`src/rtl/tape_pkg.sv`:
```
// rtl/tape_pkg.sv - shared constants and FSM state type for the tape prefetcher
package tape_pkg;

    // Byte address width of the SDRAM tape image.
    localparam int ADDR_W = 25;

    typedef enum logic [1:0] {
        IDLE,
        WAIT_WIN,
        FETCH
    } state_t;

endpackage

```
`src/rtl/sync_fifo.sv`:
```
// rtl/sync_fifo.sv - synchronous byte FIFO with flush, head byte presented combinationally
// Ports:
//   clk, reset      rising-edge clock, synchronous active-high reset
//   flush           synchronous clear (same effect as reset on contents)
//   push, push_data write one entry; never asserted when full
//   pop             remove head entry; never asserted when empty
//   pop_data        head entry, zero while empty
//   empty, full     occupancy flags
module sync_fifo #(
    parameter int DEPTH = 8,
    parameter int WIDTH = 8
) (
    input  logic             clk,
    input  logic             reset,
    input  logic             flush,
    input  logic             push,
    input  logic [WIDTH-1:0] push_data,
    input  logic             pop,
    output logic [WIDTH-1:0] pop_data,
    output logic             empty,
    output logic             full
);

    localparam int AW = $clog2(DEPTH);
    localparam logic [AW:0]   FULL_CNT = (AW+1)'(DEPTH);
    localparam logic [AW:0]   CNT_ONE  = (AW+1)'(1);
    localparam logic [AW-1:0] PTR_ONE  = AW'(1);

    logic [WIDTH-1:0] mem [DEPTH];
    logic [AW-1:0]    wr_ptr;
    logic [AW-1:0]    rd_ptr;
    logic [AW:0]      count;

    // Pointers wrap naturally because DEPTH is a power of two; count is one
    // bit wider so it can represent DEPTH itself.
    always_ff @(posedge clk) begin
        if (reset || flush) begin
            wr_ptr <= '0;
            rd_ptr <= '0;
            count  <= '0;
        end else begin
            if (push) begin
                wr_ptr <= wr_ptr + PTR_ONE;
            end
            if (pop) begin
                rd_ptr <= rd_ptr + PTR_ONE;
            end
            case ({push, pop})
                2'b10:   count <= count + CNT_ONE;
                2'b01:   count <= count - CNT_ONE;
                default: count <= count;
            endcase
        end
    end

    always_ff @(posedge clk) begin
        if (push && !reset && !flush) begin
            mem[wr_ptr] <= push_data;
        end
    end

    assign empty    = (count == '0);
    assign full     = (count == FULL_CNT);
    // Stale storage is hidden so the head reads zero after reset or flush.
    assign pop_data = empty ? '0 : mem[rd_ptr];

endmodule

```
`src/rtl/tape_prefetch.sv`:
```
// rtl/tape_prefetch.sv - prefetches a tape image from SDRAM into a byte FIFO during CPU refresh windows
// Ports:
//   clk, reset          28 MHz system clock, synchronous active-high reset
//   start, size         one-cycle restart pulse and image length sampled with it
//   rfsh_n              CPU refresh strobe, low marks a free memory window
//   mem_addr, mem_rd    SDRAM byte address and read request of the current fetch
//   mem_dout            SDRAM read data, sampled on the last fetch cycle
//   out_data, out_valid, out_ready   byte stream to the consumer
//   eof                 whole image fetched and consumed
module tape_prefetch
    import tape_pkg::*;
#(
    parameter int DEPTH     = 8,
    parameter int ACK_DELAY = 7
) (
    input  logic              clk,
    input  logic              reset,
    input  logic              start,
    input  logic [ADDR_W-1:0] size,
    input  logic              rfsh_n,
    output logic [ADDR_W-1:0] mem_addr,
    output logic              mem_rd,
    input  logic [7:0]        mem_dout,
    output logic [7:0]        out_data,
    output logic              out_valid,
    input  logic              out_ready,
    output logic              eof
);

    localparam logic [3:0]        LAST_BEAT = 4'(ACK_DELAY - 1);
    localparam logic [ADDR_W-1:0] ADDR_ONE  = ADDR_W'(1);

    state_t            state;
    logic [ADDR_W-1:0] fetch_addr;
    logic [ADDR_W-1:0] size_r;
    logic [3:0]        beat;
    logic              rfsh_q;
    logic              rfsh_prev;
    logic              win_open;
    logic              push;
    logic              pop;
    logic              fifo_empty;
    logic              fifo_full;

    // A window opens on the falling edge of the registered refresh strobe.
    assign win_open = !rfsh_q && rfsh_prev;

    // A restart in the same cycle discards the completing byte via the flush.
    assign push = (state == FETCH) && (beat == LAST_BEAT) && !start;
    assign pop  = out_valid && out_ready;

    assign out_valid = !fifo_empty;
    assign eof       = (state != IDLE) && (fetch_addr == size_r) && fifo_empty;

    always_ff @(posedge clk) begin
        if (reset) begin
            state      <= IDLE;
            fetch_addr <= '0;
            size_r     <= '0;
            beat       <= '0;
            mem_rd     <= 1'b0;
            mem_addr   <= '0;
            rfsh_q     <= 1'b1;
            rfsh_prev  <= 1'b1;
        end else begin
            rfsh_q    <= rfsh_n;
            rfsh_prev <= rfsh_q;
            if (start) begin
                state      <= WAIT_WIN;
                fetch_addr <= '0;
                size_r     <= size;
                beat       <= '0;
                mem_rd     <= 1'b0;
                mem_addr   <= '0;
            end else begin
                case (state)
                    IDLE: begin
                        state <= IDLE;
                    end
                    WAIT_WIN: begin
                        // A free FIFO slot at issue stays free: only pops
                        // can change the count while the fetch is in flight.
                        if (win_open && (fetch_addr < size_r) && !fifo_full) begin
                            state    <= FETCH;
                            mem_rd   <= 1'b1;
                            mem_addr <= fetch_addr;
                            beat     <= '0;
                        end
                    end
                    FETCH: begin
                        if (beat == LAST_BEAT) begin
                            fetch_addr <= fetch_addr + ADDR_ONE;
                            mem_rd     <= 1'b0;
                            state      <= WAIT_WIN;
                        end else if (rfsh_q) begin
                            // CPU reclaimed the bus early; retry this address
                            // in the next window.
                            mem_rd <= 1'b0;
                            state  <= WAIT_WIN;
                        end else begin
                            beat <= beat + 4'd1;
                        end
                    end
                    default: begin
                        state  <= IDLE;
                        mem_rd <= 1'b0;
                    end
                endcase
            end
        end
    end

    sync_fifo #(
        .DEPTH (DEPTH),
        .WIDTH (8)
    ) u_fifo (
        .clk       (clk),
        .reset     (reset),
        .flush     (start),
        .push      (push),
        .push_data (mem_dout),
        .pop       (pop),
        .pop_data  (out_data),
        .empty     (fifo_empty),
        .full      (fifo_full)
    );

endmodule
```
`config.mk`:
```
export PLATFORM = sky130hd
export DESIGN_NAME = tape_prefetch
export DESIGN_NICKNAME = d
export VERILOG_FILES = /design/src/rtl/tape_pkg.sv /design/src/rtl/sync_fifo.sv /design/src/rtl/tape_prefetch.sv
export SDC_FILE = /design/constraint.sdc
export NUM_CORES = 1
export LEC_CHECK = 0
export CAP_MARGIN = 10
export CORE_UTILIZATION = 35
export DETAILED_ROUTE_END_ITERATION = 10
export PLACE_DENSITY = 0.53
export SLEW_MARGIN = 0
export SYNTH_ARGS = -nofsm -noshare
export SYNTH_HDL_FRONTEND = slang
export SYNTH_SLANG_ARGS = --single-unit
```
`constraint.sdc`:
```
create_clock -name clk -period 3.8 [get_ports clk]
set_input_delay 0.95 -clock clk [delete_from_list [all_inputs] [get_ports clk]]
set_output_delay 0.95 -clock clk [all_outputs]
set_load 0.03 [all_outputs]
```
== Yosys cells after proc, flatten, opt, wreduce, memory -nomap -nowiden ==
Memories as Yosys holds them, arrays and structs flattened. A register that Yosys moved wholly into a read port is not among the register bits.
Index checks and enable logic that the tools add are counted.

* Memory bits (writable): 64
* Register bits: 94
* Memories kept: 1

* $lt $le $gt $ge: 1
* Reductions and logical operators: 28
* Bitwise operators: 1
* Multiplexer cells: 19
* Equality and inequality tests: 13
* $add $sub $neg: 6

{| class="wikitable"
|+ Memories
! name !! depth !! bits a word !! read ports !! clocked after memory_dff !! write ports !! line !! RTL
|-
| u_fifo.mem || 8 || 8 || 1 || 1 || 1 || sync_fifo.sv:29 || <nowiki>logic [WIDTH-1:0] mem [DEPTH];</nowiki>
|}

{| class="wikitable"
|+ Operator list
! operator !! number
|-
| $add 25x1->25 const B || 1
|-
| $eq 25x25->1 || 1
|-
| $lt 25x25->1 || 1
|-
| $pmux 4 s2 || 2
|-
| $mux 4 || 3
|-
| $logic_and 1x1->1 || 10
|-
| $add 4x1->4 const B || 2
|-
| $mux 8 || 1
|-
| $reduce_and 2->1 || 4
|-
| $add 3x1->3 const B || 2
|-
| $mux 1 || 6
|-
| $mux 2 || 3
|-
| $mux 3 || 2
|-
| $ne 2x2->1 const B || 3
|-
| $reduce_bool 2->1 || 3
|-
| $logic_not 1->1 || 5
|-
| $eq 2x1->1 const B || 2
|-
| $eq 2x2->1 const B || 2
|-
| $eq 4x3->1 const B || 1
|-
| $eq 4x4->1 const B || 1
|-
| $logic_not 4->1 || 1
|-
| $ne 4x3->1 const B || 1
|-
| $pmux 2 s2 || 1
|-
| $reduce_and 4->1 || 1
|-
| other kinds (9) || 9
|}

== Logic depth before layout (Yosys ltp) ==
* Depth in word-level cells: 7
* Mapped depth: 12
* Gate-level depth less buffers: 12

== Hierarchy ==
From an unflattened synthesis, not the netlist that was laid out.

* Cells, all modules: 625
* Area total of the unflattened synthesis: 7145.6 um^2

{| class="wikitable"
|+ By module, submodules not included
! module !! seq. area each (um^2) !! area an instance (um^2) !! times used !! cells an instance
|-
| tape_prefetch || 1681.6 || 4025.1 || 1 || 450
|-
| sync_fifo || 2182.1 || 3120.5 || 1 || 175
|}

== Least setup slack after synthesis ==
No wires, ideal clock.

* Kind: register to output
* Start: reg u_fifo.count[0]
* End: out eof
* Stages on the path, launching flop included: 4
* Data required time: 2850 ps
* Arrival: 2260 ps
* Path buffers: 0
* Slack: 590 ps
* Cell sequence: dfxtp_1 > nor4_2 > inv_1 > nor4_1

* Word-level cells in the longest chain between the ends: 2

{| class="wikitable"
|+ RTL lines
! what !! line !! RTL
|-
| start: declaration || sync_fifo.sv:32 || <nowiki>logic [AW:0] count;</nowiki>
|-
| start signal: assignment || sync_fifo.sv:49 || <nowiki>2'b10: count <= count + CNT_ONE;</nowiki>
|-
| start signal: assignment || sync_fifo.sv:50 || <nowiki>2'b01: count <= count - CNT_ONE;</nowiki>
|-
| start signal: assignment || sync_fifo.sv:51 || <nowiki>default: count <= count;</nowiki>
|-
| $logic_not 4->1 || sync_fifo.sv:62 || <nowiki>assign empty = (count == '0);</nowiki>
|-
| $logic_and 1x1->1 || tape_prefetch.sv:53 || <nowiki>assign eof = (state != IDLE) && (fetch_addr == size_r) && fifo_empty;</nowiki>
|-
| end: declaration || tape_prefetch.sv:27 || <nowiki>output logic eof</nowiki>
|}

Every way passes these cells.

== Final worst setup path ==
* Start: reg size_r[24]
* End: out eof

* Word-level cells in the longest chain between the ends: 3

{| class="wikitable"
|+ RTL lines
! what !! line !! RTL
|-
| start: declaration || tape_prefetch.sv:35 || <nowiki>logic [ADDR_W-1:0] size_r;</nowiki>
|-
| start signal: assignment || tape_prefetch.sv:71 || <nowiki>size_r <= size;</nowiki>
|-
| $eq 25x25->1 || tape_prefetch.sv:53 ||
|-
| $logic_and 1x1->1 (2 in a row) || tape_prefetch.sv:53 ||
|}

Every way passes these cells.

==> impl_metrics.env <==
export IMPL_status="complete, no violations"
export IMPL_peakVddDrop_mv=0.342
export IMPL_synthArstFlopShare_pct=0
export IMPL_drc_errors=0
export IMPL_finalSetupViolations=0
export IMPL_clk_path_buf_depth=2
export IMPL_synth_seq_cells=161
export IMPL_die_height_um=144
export IMPL_cts_tree="yes"
export IMPL_synth_edf_count=64
export IMPL_power_leakage_nw=3.09
export IMPL_routed_wl_um=16100
export IMPL_ys_seq_area_share_pct=54.6
export IMPL_pwr_share_seq_pct=50.3
export IMPL_fp_row_count=51
export IMPL_hpwlAfterDp_um=11500
export IMPL_grt_antenna_before_repair=0
export IMPL_hold_viol=0
export IMPL_cts_setup_buffers=0
export IMPL_crit_arrival_ps=2480
export IMPL_grt_pass1_wl_um=26200
export IMPL_syn_area_per_cell_um2=11.1
export IMPL_diodes=0
export IMPL_slew_viol_final=0
export IMPL_p_sw_share_pct=22.8
export IMPL_numPortBuffers=73
export IMPL_pwr_share_clk_pct=45.2
export IMPL_tightest_slew_ps=800
export IMPL_synth_net_count=710
export IMPL_endpoint_kind="primary output"
export IMPL_max_slew_margin_pct=46.5
export IMPL_worstSetupPathType="flip-flop to primary output"
export IMPL_cap_violations=0
export IMPL_period_needed_ps=3430
export IMPL_fin_setup_tns_ps=0
export IMPL_cts_htree_levels=4
export IMPL_syn_inst=638
export IMPL_comb_power_share_pct=4.4
export IMPL_grt_use_total_pct=16.9
export IMPL_ys_warn_count=0
export IMPL_final_nets=793
export IMPL_ant_nets=0
export IMPL_worst_setup_path_start_kind="flip-flop"
export IMPL_synth_ff_type="dfxtp_1"
export IMPL_first_pass_iters=4
export IMPL_final_cell_mix="97 x dfxtp_1, 85 x nor2_1, 71 x clkdlybuf4s50_1"
export IMPL_hold_path_class="flip-flop to flip-flop"
export IMPL_dieArea_um2=20800
export IMPL_cts_hold_buffers=0
export IMPL_cts_root_buf="clkbuf_16"
export IMPL_overflow=0
export IMPL_clock_skew_ps=9.08
export IMPL_grt_pass1_vias=5173
export IMPL_p_int_w=0.00279
export IMPL_die_w_um=144
export IMPL_ys_types=52
export IMPL_cts_resized=1
export IMPL_syn2layout_area_growth_pct=23.0
export IMPL_p_per_area_nw_per_um2=416
export IMPL_place_congestion=0.764
export IMPL_io_pin_count=74
export IMPL_clock_latency_ps=430
export IMPL_numClockSinks=161
export IMPL_drive_above_1_share_pct=11.2
export IMPL_crit_required_ps=2850
export IMPL_power_w=0.00362
export IMPL_final_common_cell="dfxtp_1"
export IMPL_cts_buffers=17
export IMPL_drt_iter0_drc=187
export IMPL_netSwitchingPower_w=0.000825
export IMPL_via_per_inst=4.94
export IMPL_synth_area_um2=7070
export IMPL_start_util_pct=36.0
export IMPL_fin_crit_sh_pct=90.4
export IMPL_path_clk_slew_ps=60
export IMPL_rsz0062_at_grt="no"
export IMPL_grt_start_max_net_pins=41
export IMPL_vias=4934
export IMPL_avgRoutedWirePerCell_um=16.1
export IMPL_fmax_ghz=0.291
export IMPL_core_area_um2=19700
export IMPL_critPathMaxFanout=3
==> Yosys cell counts, drive strengths merged (4+ instances only) <==
| master | number | area (um2) |
|---|---|---|
| or3 | 4 | 25.0 |
| buf | 13 | 76.3 |
| nor3 | 10 | 50.1 |
| and4 | 4 | 35.0 |
| nor2 | 85 | 319 |
| nand2b | 4 | 27.5 |
| a21oi | 48 | 240 |
| xnor2 | 19 | 166 |
| edfxtp | 64 | 1920 |
| ha | 33 | 413 |
| o21ai | 33 | 165 |
| mux4 | 16 | 360 |
| clkbuf | 16 | 63.8 |
| nand3 | 38 | 190 |
| nand4 | 9 | 71.3 |
| nand2 | 24 | 90.1 |
| or2 | 5 | 31.3 |
| mux2i | 34 | 340 |
| dfxtp | 97 | 1940 |
| nor4 | 5 | 73.8 |
| xor2 | 11 | 96.3 |
| inv | 41 | 154 |
==> worst max-delay path, cell delays in order, from the launching register on <==
cell and delay [ps]:
dfxtp_1 340, inv_1 50, ha_1 290, nand2_1 110
nor4_2 380, nand4_1 270, nor4_2 360, clkbuf_2 260
==> metrics by stage <==
step | util [%] | worst slack [ps] | cells | area (um2) | hold WS (ps)
5_1_grt | 44.3 | 90.6 | 999 | 8700 | 502
3_3_place_gp | 41.4 | 363 | 967 | 8140 | 466
4_1_cts | 44.3 | 52.5 | 999 | 8700 | 479
6_report | 44.3 | 365 | 999 | 8700 | 475
3_5_place_dp | 41.4 | 345 | 967 | 8140 | 469
2_1_floorplan | - | 590 | 638 | 7070 | 454
==> power by group through the flow <==
stage	sequential, W	combinational (W)	clock, W
2_1_floorplan	0.00186	0.0000870	0
3_3_place_gp	0.00186	0.000157	0
3_5_place_dp	0.00186	0.000162	0
4_1_cts	0.00182	0.000163	0.00168
5_1_grt	0.00182	0.000179	0.00175
6_report	0.00182	0.000161	0.00164
==> kinds of logic after synthesis <==
logic type	Yosys count	synth area share, %
xor+xnor	30	3.71
buf+inv	70	4.16
mux	50	9.91
simple gates	197	13.9
flops	161	54.6
compound gates	96	7.54
fa+ha+maj	34	6.12
==> flip-flops by register name, summed over array words and instances, names as in the netlist, named ones only <==
| register | flops |
|---|---|
| mem_addr | 25 |
| rfsh_q | 1 |
| size_r | 25 |
| beat | 4 |
| rfsh_prev | 1 |
| u_fifo.count | 4 |
| u_fifo.mem | 64 |
| fetch_addr | 25 |
| u_fifo.wr_ptr | 3 |
| mem_rd | 1 |
| u_fifo.rd_ptr | 3 |
| state | 2 |
==> routing by layer <==
metal / vias to the layer above / GRT usage, % / wire length, um
met2: 100 / 29.6 / 8000
met1: 2386 / 19.9 / 7140
met4: 0 / 7.42 / 295
li1: 2427 / - / -
met5: - / 0 / 0
met3: 21 / 3.31 / 617
==> layout make-up <==
type / instances / area [um2]
fillers: 1874 / 11000
flip-flops and latches: 161 / 3860
multi-input cells: 407 / 2920
repair buffers: 93 / 871
clock buffers: 18 / 429
well taps: 265 / 332
inverters: 41 / 154
clock inverters: 14 / 133
==> path summary, 6_finish.rpt <==
path	startpoint	cells past startpoint	end	slack, ps
max reg2reg	beat[1]	11	u_fifo.count[3]	1030
min reg2reg	mem_addr[11]	2	mem_addr[11]	470
max	size_r[24]	7	eof	370
min	mem_addr[11]	2	mem_addr[11]	470
(Power assumes the default switching activity.)
